--- src/rtl/divide_constant_17.sv ---
// divide_constant_17: sequential restoring divider by the constant 17.
// Accepts an unsigned WIDTH-bit dividend over a valid/ready handshake and
// produces one quotient bit per clock. quotient, remainder and exact are
// presented with out_valid WIDTH cycles after the accepting edge. The result
// is held until the consumer takes it, and kept on the outputs afterwards
// until the next division overwrites it.
module divide_constant_17 #(
    parameter int unsigned WIDTH = 16
) (
    input  logic             clk,
    input  logic             rst,
    input  logic             in_valid,
    output logic             in_ready,
    input  logic [WIDTH-1:0] dividend,
    output logic             out_valid,
    input  logic             out_ready,
    output logic [WIDTH-1:0] quotient,
    output logic [4:0]       remainder,
    output logic             exact
);

    localparam int unsigned CW = $clog2(WIDTH);
    localparam logic [CW-1:0] CNT_LAST = CW'(WIDTH - 1);
    localparam logic [5:0] DIVISOR = 6'd17;

    localparam logic [1:0] S_IDLE = 2'd0;
    localparam logic [1:0] S_CALC = 2'd1;
    localparam logic [1:0] S_DONE = 2'd2;

    logic [1:0]       state_q,     state_d;
    logic [WIDTH-1:0] dvd_q,       dvd_d;
    logic [4:0]       rem_q,       rem_d;
    logic [WIDTH-1:0] quo_acc_q,   quo_acc_d;
    logic [CW-1:0]    cnt_q,       cnt_d;
    logic [WIDTH-1:0] quotient_q,  quotient_d;
    logic [4:0]       remainder_q, remainder_d;
    logic             exact_q,     exact_d;

    // One restoring step. The partial remainder never exceeds 16 after a
    // step, so only its low five bits are stored; the trial value after
    // shifting in the next dividend bit needs six bits for the compare.
    logic [5:0]       trial;
    logic             trial_ge;
    logic [4:0]       rem_step;
    logic [WIDTH-1:0] quo_step;

    // Next-state and datapath computation for the handshake FSM and divider.
    always_comb begin
        state_d     = state_q;
        dvd_d       = dvd_q;
        rem_d       = rem_q;
        quo_acc_d   = quo_acc_q;
        cnt_d       = cnt_q;
        quotient_d  = quotient_q;
        remainder_d = remainder_q;
        exact_d     = exact_q;

        trial    = {rem_q, dvd_q[WIDTH-1]};
        trial_ge = (trial >= DIVISOR);
        rem_step = trial_ge ? 5'(trial - DIVISOR) : trial[4:0];
        quo_step = {quo_acc_q[WIDTH-2:0], trial_ge};

        case (state_q)
            S_IDLE: begin
                if (in_valid) begin
                    dvd_d     = dividend;
                    rem_d     = '0;
                    quo_acc_d = '0;
                    cnt_d     = CNT_LAST;
                    state_d   = S_CALC;
                end
            end
            S_CALC: begin
                dvd_d     = {dvd_q[WIDTH-2:0], 1'b0};
                rem_d     = rem_step;
                quo_acc_d = quo_step;
                cnt_d     = CW'(cnt_q - 1'b1);
                if (cnt_q == '0) begin
                    quotient_d  = quo_step;
                    remainder_d = rem_step;
                    exact_d     = (rem_step == 5'd0);
                    state_d     = S_DONE;
                end
            end
            S_DONE: begin
                if (out_ready) begin
                    state_d = S_IDLE;
                end
            end
            default: begin
                state_d = S_IDLE;
            end
        endcase
    end

    // State registers; reset aborts any division in progress immediately.
    always_ff @(posedge clk or posedge rst) begin
        if (rst) begin
            state_q     <= S_IDLE;
            dvd_q       <= '0;
            rem_q       <= '0;
            quo_acc_q   <= '0;
            cnt_q       <= '0;
            quotient_q  <= '0;
            remainder_q <= '0;
            exact_q     <= 1'b0;
        end else begin
            state_q     <= state_d;
            dvd_q       <= dvd_d;
            rem_q       <= rem_d;
            quo_acc_q   <= quo_acc_d;
            cnt_q       <= cnt_d;
            quotient_q  <= quotient_d;
            remainder_q <= remainder_d;
            exact_q     <= exact_d;
        end
    end

    assign in_ready  = (state_q == S_IDLE);
    assign out_valid = (state_q == S_DONE);
    assign quotient  = quotient_q;
    assign remainder = remainder_q;
    assign exact     = exact_q;

endmodule
--- config.mk ---
export PLATFORM = sky130hd
export DESIGN_NAME = divide_constant_17
export DESIGN_NICKNAME = d
export VERILOG_FILES = /design/src/rtl/divide_constant_17.sv
export SDC_FILE = /design/constraint.sdc
export NUM_CORES = 1
export LEC_CHECK = 0
export BUFFER_PORTS_ARGS = -buffer_cell sky130_fd_sc_hd__buf_2
export CAP_MARGIN = 20
export CORE_MARGIN = 1.5
export CORE_UTILIZATION = 45
export DETAILED_ROUTE_END_ITERATION = 8
export PLACE_DENSITY_LB_ADDON = 0.08
export SKIP_LAST_GASP = 1
export SLEW_MARGIN = 10
export SYNTH_ARGS = -nofsm -noshare
export SYNTH_HDL_FRONTEND = slang
export SYNTH_SLANG_ARGS = --single-unit
--- constraint.sdc ---
create_clock -name clk -period 3.9 [get_ports clk]
set_clock_uncertainty 0.2 [all_clocks]
set_input_delay 0.78 -clock clk [delete_from_list [all_inputs] [get_ports clk]]
set_output_delay 0.78 -clock clk [all_outputs]
set_load 0.005 [all_outputs]
==> summary.md, run 1 <==
| Metric | Value |
|---|---|
| Outcome | `complete, no violations` |
| Unrepaired setup endpoints after global routing | `false` |
| CP top delay family | `simple AND/OR/NAND/NOR gates` |
| Synthesized instance count | `225` |
| #FFs+latches synth | `64` |
| Fmax | `388.5 MHz` |
| Synth top area share | `0.5945` |
| Pleak | `1.560 nW` |
| Seq/Total Area, Yosys | `0.5945` |
| CTS Buffer Depth | `2` |
| Hold_buf cts | `0` |
| Slew HR | `0.4003` |
| Final setup viols | `0` |
| Initial antenna violation count | `0` |
| Antenna Nets Post-Route | `0` |
| CTS Buf Count | `9` |
| Synth top area cells | `dfrtp_1 (59%), mux2_2 (7.1%), a22o_1 (5.5%)` |
| Vias after detailed routing | `1,874` |
| Die height | `80.37 um` |
| Arrival time at the worst endpoint | `2590 ps` |
| Max Cap Viol | `0` |
| Post-synth top area cell | `dfrtp_1` |
| Period utilization | `0.6600` |
| Area Growth Syn to Fin | `19.23%` |
| Vias in the first global route | `1,833` |
| CTS root buf | `clkbuf_8` |
| Most frequent cells in the layout | `dfrtp_1 (64), buf_2 (43), o21ai_0 (26), nand2_1 (21)` |
| Routed WL | `5.444 mm` |
| Initial DRT Pass Iterations | `4` |
| Routability cong. | `0.8164` |
| Max VDD drop | `361.6 uV` |
| Io pins | `44` |
| ANT cells | `0` |
| WP buf/inv | `0` |
| First-pass GRT wire length | `8.832 mm` |
| Post-Layout Cell Count | `348` |
| Layout cells sized above 1 | `0.3152` |
| Post-CTS resize count | `0` |
| Syn nets | `248` |
| Row Count | `27` |
| HPWL after DPL | `3.451 mm` |
| Postcts setup bufs | `0` |
| IO buf count | `43` |
| Fin area | `3212 sq um` |
| Avg Inst Size Synth | `11.97 sq um` |
| Placed inst area | `2979 sq um` |
| Die extent in x | `80.37 um` |
| WL/cell | `15.64 um` |
| Final nets | `294` |
| Hold Fails Final Rpt | `0` |
| Synth Warn # | `0` |
| Min cycle time layout | `2574 ps` |
| Post-synth cell types | `33` |
| CTS clk-pin slew, worst paths | `70 ps` |
| CTS tree | `built` |
| Setup CP Type | `reg -> reg` |
| Worst-skew pair later-pin latency | `330 ps` |
| # placed instances | `331` |
| Slew Limit Fails | `0` |
| Largest stage delay, worst path | `830 ps` |
| Largest net degree at the start of global routing | `51` |
| Slew @ Worst Pin | `897.6 ps` |
| Critical Path Start Type | `flip-flop` |
| Initial Util | `0.4775` |
| H-tree Lvls | `3` |
| GRT Overall Usage | `0.1843` |
| Core Region | `5642 sq um` |
| CP Cell Sequence | `nor2b_1 -> nand2_1 -> mux2_2` |
| Post-route setup TNS | `0 ps` |
| Congestion Overflow GR | `0` |
| CTS sink count | `64` |
| Crit end category | `flip-flop` |
| Power Density | `811.1 nW/um^2` |
| Vias per std cell | `5.385` |
| Remaining DRCs | `0` |
| Critical Path Slowest Stage Cell | `dfrtp_1` |
| Max FO, Critical Path | `25` |
| Initial DRC count | `88` |
| Die ar. | `6459 sq um` |
| Mapped Area | `2694 sq um` |
| Worst path required time | `3920 ps` |
| Layout fillers | `500` |
| Commonest non-fill, non-tap cell in the layout | `dfrtp_1` |
| Hold Path Class | `in -> async` |
[sequential cells by signal (all words and copies together), names as in the netlist]
name       cells
cnt_q          4
dvd_q         16
exact          1
quo_acc_q     15
quotient      16
rem_q          5
remainder      5
state_q        2
[power by group]
group / total, W / internal [W] / switching, W / leakage, nW
Sequential: 0.00115 / 0.000930 / 0.000223 / 0.832
Clock: 0.000611 / 0.000360 / 0.000251 / 0.104
Combinational: 0.000842 / 0.000435 / 0.000407 / 0.625
Total: 0.00261 / 0.00172 / 0.000880 / 1.56
[path summary, 6_finish.rpt]
kind,start,end,slack [ps],cells after the start
min in group clk,quotient[0]$_DFFE_PP0P_,quotient[0]$_DFFE_PP0P_,280,2
worst max register to register,state_q[0]$_DFFE_PP0P_,quotient[13]$_DFFE_PP0P_,1330,3
max in group asynchronous,rst,dvd_q[10]$_DFFE_PP0P_,2520,4
worst min register to register,quotient[0]$_DFFE_PP0P_,quotient[0]$_DFFE_PP0P_,280,2
worst max-delay path,state_q[0]$_DFFE_PP0P_,quotient[13]$_DFFE_PP0P_,1330,3
worst min-delay path,rst,quotient[10]$_DFFE_PP0P_,250,2
[logic make-up after synthesis]
logic type / synth area share
adders and majority gates: 0.01394
AOI/OAI and AO/OA: 0.1802
xor gates and xnor gates: 0.003252
DFF: 0.5945
muxes: 0.09707
buffers and inverters: 0.02694
and+or+nand+nor: 0.08407
[Yosys cell counts]
cell       count
a21oi_1        4
a21oi_4        1
a22o_1        17
a22o_2         1
a22oi_1       15
a32o_1         1
and2_1         2
and3b_1        1
buf_1          2
buf_2          1
clkbuf_1      10
dfrtp_1       64
ha_1           3
inv_1          6
mux2_2        17
mux2_4         2
mux2i_1        4
nand2_1       21
nand2b_1       2
nand3b_1       2
nor2_1         7
nor2b_1        4
nor3_1         1
nor3b_1        2
o2111ai_1      1
o21a_1         1
o21ai_0       26
o22ai_1        1
o31ai_1        2
or2_2          1
or3_2          1
or4b_4         1
xnor2_1        1
[area by class of cell]
cell class	count	area, sq um	share of cell area
clock buffers	11	131.4	0.04090
clock inverters	5	81.33	0.02532
inverters	6	22.52	0.007012
multi-input cells	142	1020	0.3175
flip-flops and latches	64	1602	0.4986
well taps	72	90.09	0.02805
repair buffers	48	265.3	0.08259
[metal layers]
metal	global-route usage	part of all wire
met5	0	0
met4	0.07241	0.0059
met3	0.05227	0.041
met2	0.2790	0.46
met1	0.2496	0.49
[stage by stage]
| step | hold slack [ps] | setup slack, ps | power, W | utilization |
|---|---|---|---|---|
| 6_report | 247.4 | 1326 | 0.002605 | 0.5693 |
| 3_3_place_gp | 261.5 | 1376 | 0.001980 | 0.5281 |
| 4_1_cts | 284.1 | 1305 | 0.002634 | 0.5658 |
| 2_1_floorplan | 250.2 | 1322 | 0.001721 | - |
| 3_5_place_dp | 267.3 | 1316 | 0.002011 | 0.5281 |
| 5_1_grt | 260.4 | 1041 | 0.002800 | 0.5693 |
Note: power is estimated with default switching activity, not from simulation.
==> run 2, diff against run 1 <==
--- a/config.mk
+++ b/config.mk
@@ -5,6 +5,7 @@
 export SDC_FILE = /design/constraint.sdc
 export NUM_CORES = 1
 export LEC_CHECK = 0
+export ABC_AREA = 1
 export BUFFER_PORTS_ARGS = -buffer_cell sky130_fd_sc_hd__buf_2
 export CAP_MARGIN = 20
 export CORE_MARGIN = 1.5
==> constraint.sdc (replaced) <==
create_clock -name clk -period 2.2 [get_ports clk]
set_clock_uncertainty 0.2 [all_clocks]
set_input_delay 0.44 -clock clk [delete_from_list [all_inputs] [get_ports clk]]
set_output_delay 0.44 -clock clk [all_outputs]
set_load 0.005 [all_outputs]
==> run 2 against run 1 <==
Register-to-register slack lost 1100 ps. Worst setup slack got worse by 1100 ps. Largest power group is now combinational cells. Critical path type unchanged. Non-clock buffer count increased by 2.
==> summary.md, run 2 <==
| Metric | Value |
|---|---|
| Top-count cell post-synth | `nand2_1 (was dfrtp_1)` |
| Commonest non-fill, non-tap cell in the layout | `nand2_1 (was dfrtp_1)` |
| Power Density | `1478 nW/um^2 (was 811.1 nW/um^2)` |
| Routability cong. | `0.7581 (was 0.8164)` |
| Vias after detailed routing | `1,988 (was 1,874)` |
| Core Region | `5921 sq um (was 5642 sq um)` |
| Endpoint of the worst hold path | `state_q[1]$_DFFE_PP0P_` |
| Remaining DRCs | `0 (unchanged)` |
| GRT Overall Usage | `0.1805 (was 0.1843)` |
| Initial antenna violation count | `0 (unchanged)` |
| Largest net degree at the start of global routing | `65 (was 51)` |
| Reg-to-reg startpoint | `dvd_q[15]$_DFFE_PP0P_ (was state_q[0]$_DFFE_PP0P_)` |
| Layout cells sized above 1 | `0.2606 (was 0.3152)` |
| CTS Buffer Depth | `2 (unchanged)` |
| Switch share | `0.3663 (was 0.3380)` |
| Seq/Total Area, Yosys | `0.5794 (was 0.5945)` |
| Synth async-reset ratio | `1.000 (unchanged)` |
| CTS tree | `built (unchanged)` |
| Critical Path Slowest Stage Cell | `dfrtp_1 (unchanged)` |
| Avg Inst Size Synth | `10.01 sq um (was 11.97 sq um)` |
| Clock power frac | `0.228 (was 0.235)` |
| Post-Layout Cell Count | `405 (was 348)` |
| Slew HR | `0.7610 (was 0.4003)` |
| Setup CP Type | `reg -> reg (unchanged)` |
| First-pass GRT wire length | `8.894 mm (was 8.832 mm)` |
| CP most frequent cell | `nand2_1` |
| CTS Buf Count | `9 (unchanged)` |
| Postcts setup bufs | `0 (unchanged)` |
| Slew @ Worst Pin | `358.5 ps (was 897.6 ps)` |
| Routed WL | `5.119 mm (was 5.444 mm)` |
| Post-synth cell types | `31 (was 33)` |
| Row Count | `28 (was 27)` |
| Worst-skew pair later-pin latency | `330 ps (about the same)` |
| Outcome | `complete, no violations (unchanged)` |
| Post-CTS resize count | `0 (unchanged)` |
| CTS root buf | `clkbuf_8 (unchanged)` |
| Initial Util | `0.4668 (was 0.4775)` |
| Max FO, Critical Path | `7 (was 25)` |
| Ys flop type | `dfrtp_1 (unchanged)` |
| Hold Path Class | `in -> reg (was in -> async)` |
| Final nets | `348 (was 294)` |
| Io pins | `44 (unchanged)` |
| Internal Power | `0.003097 W (was 0.001725 W)` |
| Most frequent cells in the layout | `nand2_1 (69), dfrtp_1 (64), buf_2 (43), inv_1 (37), o21ai_0 (23) (was dfrtp_1 (64), buf_2 (43), o21ai_0 (26), nand2_1 (21))` |
| Flop pwr share | `0.382 (was 0.442)` |
| Critical Path Start Type | `flip-flop (unchanged)` |
| Top cells by count, synth | `nand2_1 (69), dfrtp_1 (64), inv_1 (38) (was dfrtp_1 (64), o21ai_0 (26), nand2_1 (21))` |
| Crit end category | `flip-flop (unchanged)` |
| #FFs+latches synth | `64 (unchanged)` |
| R2r endpoint | `exact$_DFFE_PP0P_ (was quotient[13]$_DFFE_PP0P_)` |
| Slew Limit Fails | `0 (unchanged)` |
| ANT cells | `0 (unchanged)` |
| Post-route setup TNS | `0 ps (unchanged)` |
| Vias in the first global route | `1,893 (was 1,833)` |
| Arrival time at the worst endpoint | `1980 ps (was 2590 ps)` |
| Pleak | `1.638 nW (was 1.560 nW)` |
| Layout fillers | `550 (was 500)` |
| CP Cell Sequence | `inv_1 -> ha_1 -> nand2_1 -> nand2_1 -> nand2_1 -> o21ai_1 -> nor2_1 -> nand2_1 -> nand2_1 (was nor2b_1 -> nand2_1 -> mux2_2)` |
| CP top delay family | `simple AND/OR/NAND/NOR gates (unchanged)` |
| Synth top area share | `0.5794 (was 0.5945)` |
| Antenna Nets Post-Route | `0 (unchanged)` |
| CTS sink count | `64 (unchanged)` |
| Post-synth top area cell | `dfrtp_1 (unchanged)` |
| IO buf count | `43 (unchanged)` |
| Min cycle time layout | `1949 ps (was 2574 ps)` |
| HPWL after DPL | `3.362 mm (was 3.451 mm)` |
| Mapped Area | `2764 sq um (was 2694 sq um)` |
| Worst path required time | `2230 ps (was 3920 ps)` |
| Gate power share | `0.391 (was 0.323)` |
| Die ar. | `6621 sq um (was 6459 sq um)` |
| Die extent in x | `81.37 um (was 80.37 um)` |
| Congestion Overflow GR | `0 (unchanged)` |
| Max Cap Viol | `0 (unchanged)` |
| Synth top area cells | `dfrtp_1 (58%), nand2_1 (9.4%), inv_1 (5.2%) (was dfrtp_1 (59%), mux2_2 (7.1%), a22o_1 (5.5%))` |
| Net Switching | `0.001790 W (was 0.0008805 W)` |
| Synth Warn # | `0 (unchanged)` |
| Min-delay src | `out_ready` |
| Initial DRT Pass Iterations | `4 (unchanged)` |
| H-tree Lvls | `3 (unchanged)` |
| Initial DRC count | `113 (was 88)` |
| Final setup viols | `0 (unchanged)` |
| # placed instances | `388 (was 331)` |
| Reg2Reg Depth | `9 (was 3)` |
| Largest stage delay, worst path | `390 ps (was 830 ps)` |
| Vias per std cell | `4.909 (was 5.385)` |
| Synthesized instance count | `276 (was 225)` |
| WP buf/inv | `1 (was 0)` |
| Unrepaired setup endpoints after global routing | `false (unchanged)` |
| Area Growth Syn to Fin | `19.60% (was 19.23%)` |
| Hold Fails Final Rpt | `0 (unchanged)` |
| CTS clk-pin slew, worst paths | `70 ps (about the same)` |
| Die height | `81.37 um (was 80.37 um)` |
| Min-Delay Path Depth | `2` |
| Flop2flop setup slack | `250 ps (was 1330 ps)` |
| WL/cell | `12.64 um (was 15.64 um)` |
| Fmax | `513.2 MHz (was 388.5 MHz)` |
| Number of synthesized flops with an enable pin | `0 (unchanged)` |
| Post-layout util | `0.5583 (was 0.5693)` |
| Period utilization | `0.8857 (was 0.6600)` |
| Max VDD drop | `651.1 uV (was 361.6 uV)` |
| Syn nets | `299 (was 248)` |
-- run 2: cell count changes in the layout (fill, tap and decap cells not counted), moves of 3 or more --
cell	previous run	this run
mux2_2	17	0
o21ai_0	26	23
o221ai_2	0	8
o22ai_2	0	3
nand2_1	21	69
a22o_1	17	0
o22ai_1	1	14
nor2b_1	4	0
mux2i_1	4	0
nand3_1	0	7
inv_1	5	37
o21ai_1	0	4
a22oi_1	15	1
-- run 2: final cells by class --
type,instances,area (sq um),area share
inverters,41,162.7,0.04921
repair buffers,50,295.3,0.08933
clock buffers,11,141.4,0.04277
well taps,75,93.84,0.02839
flip-flops and latches,64,1602,0.4845
clock inverters,5,80.08,0.02422
multi-input cells,159,930.9,0.2816
-- run 2: worst max-delay path by stage --
stage | from | to | slack, ps | cells past startpoint
6_report | dvd_q[15]$_DFFE_PP0P_ | exact$_DFFE_PP0P_ | 250 | 9
5_1_grt | dvd_q[15]$_DFFE_PP0P_ | exact$_DFFE_PP0P_ | 20 | 9
4_1_cts | dvd_q[15]$_DFFE_PP0P_ | exact$_DFFE_PP0P_ | 240 | 9
3_5_place_dp | dvd_q[15]$_DFFE_PP0P_ | exact$_DFFE_PP0P_ | 250 | 9
3_3_place_gp | dvd_q[15]$_DFFE_PP0P_ | exact$_DFFE_PP0P_ | 270 | 9
2_1_floorplan | dvd_q[15]$_DFFE_PP0P_ | exact$_DFFE_PP0P_ | 540 | 9
-- run 2: worst register-to-register path, delay by kind of cell, from the launching register on --
family                   cells  cell delay [ps]
AND/OR/NAND/NOR              6              570
flip-flops                   1              390
AO/OA/AOI/OAI                1              300
adder cells (fa/ha/maj)      1              210
buffers and inverters        1              170
-- run 2: kinds of logic after synthesis --
group                    Yosys count  share of synthesized area
AND/OR/NAND/NOR                   89                     0.1431
XOR/XNOR                           1                   0.003169
buffers and inverters             53                    0.08375
AO/OA/AOI/OAI                     66                     0.1770
flip-flops                        64                     0.5794
adder cells (fa/ha/maj)            3                    0.01358
-- run 2: stage by stage --
| stage | hold slack (ps) | total power [W] | cell area (sq um) | worst slack [ps] |
|---|---|---|---|---|
| after detailed placement | 268.6 | 0.003823 | 3074 | 247.9 |
| final | 85.69 | 0.004887 | 3306 | 251.4 |
| after CTS | 69.11 | 0.004955 | 3306 | 236.0 |
| after global routing | 73.89 | 0.005333 | 3306 | 17.72 |
| after floorplan | 252.8 | 0.003324 | 2768 | 537.4 |
| after global placement | 261.6 | 0.003782 | 3074 | 268.8 |
-- run 2: layer usage --
layer,up-vias,GRT usage,part of all wire
met1,921,0.2367,0.48
li1,1015,-,-
met4,0,0.1052,0.025
met3,12,0.04157,0.036
met5,-,0,0
met2,40,0.2719,0.46
-- run 2: power by group through the flow --
stage               Sequential [W]  Clock, W  Combinational [W]
floorplan                  0.00187         0            0.00145
global placement           0.00188         0            0.00190
global route               0.00193   0.00120            0.00221
detailed placement         0.00189         0            0.00193
CTS                        0.00187   0.00114            0.00194
finish                     0.00186   0.00111            0.00191
-- run 2: timing repair --
| action | 4_1_cts | 5_1_grt |
|---|---|---|
| endpoints found under the hold margin | 37 | 0 |
| hold buffers | 1 | 0 |
| endpoints found under the setup margin | 0 | 0 |
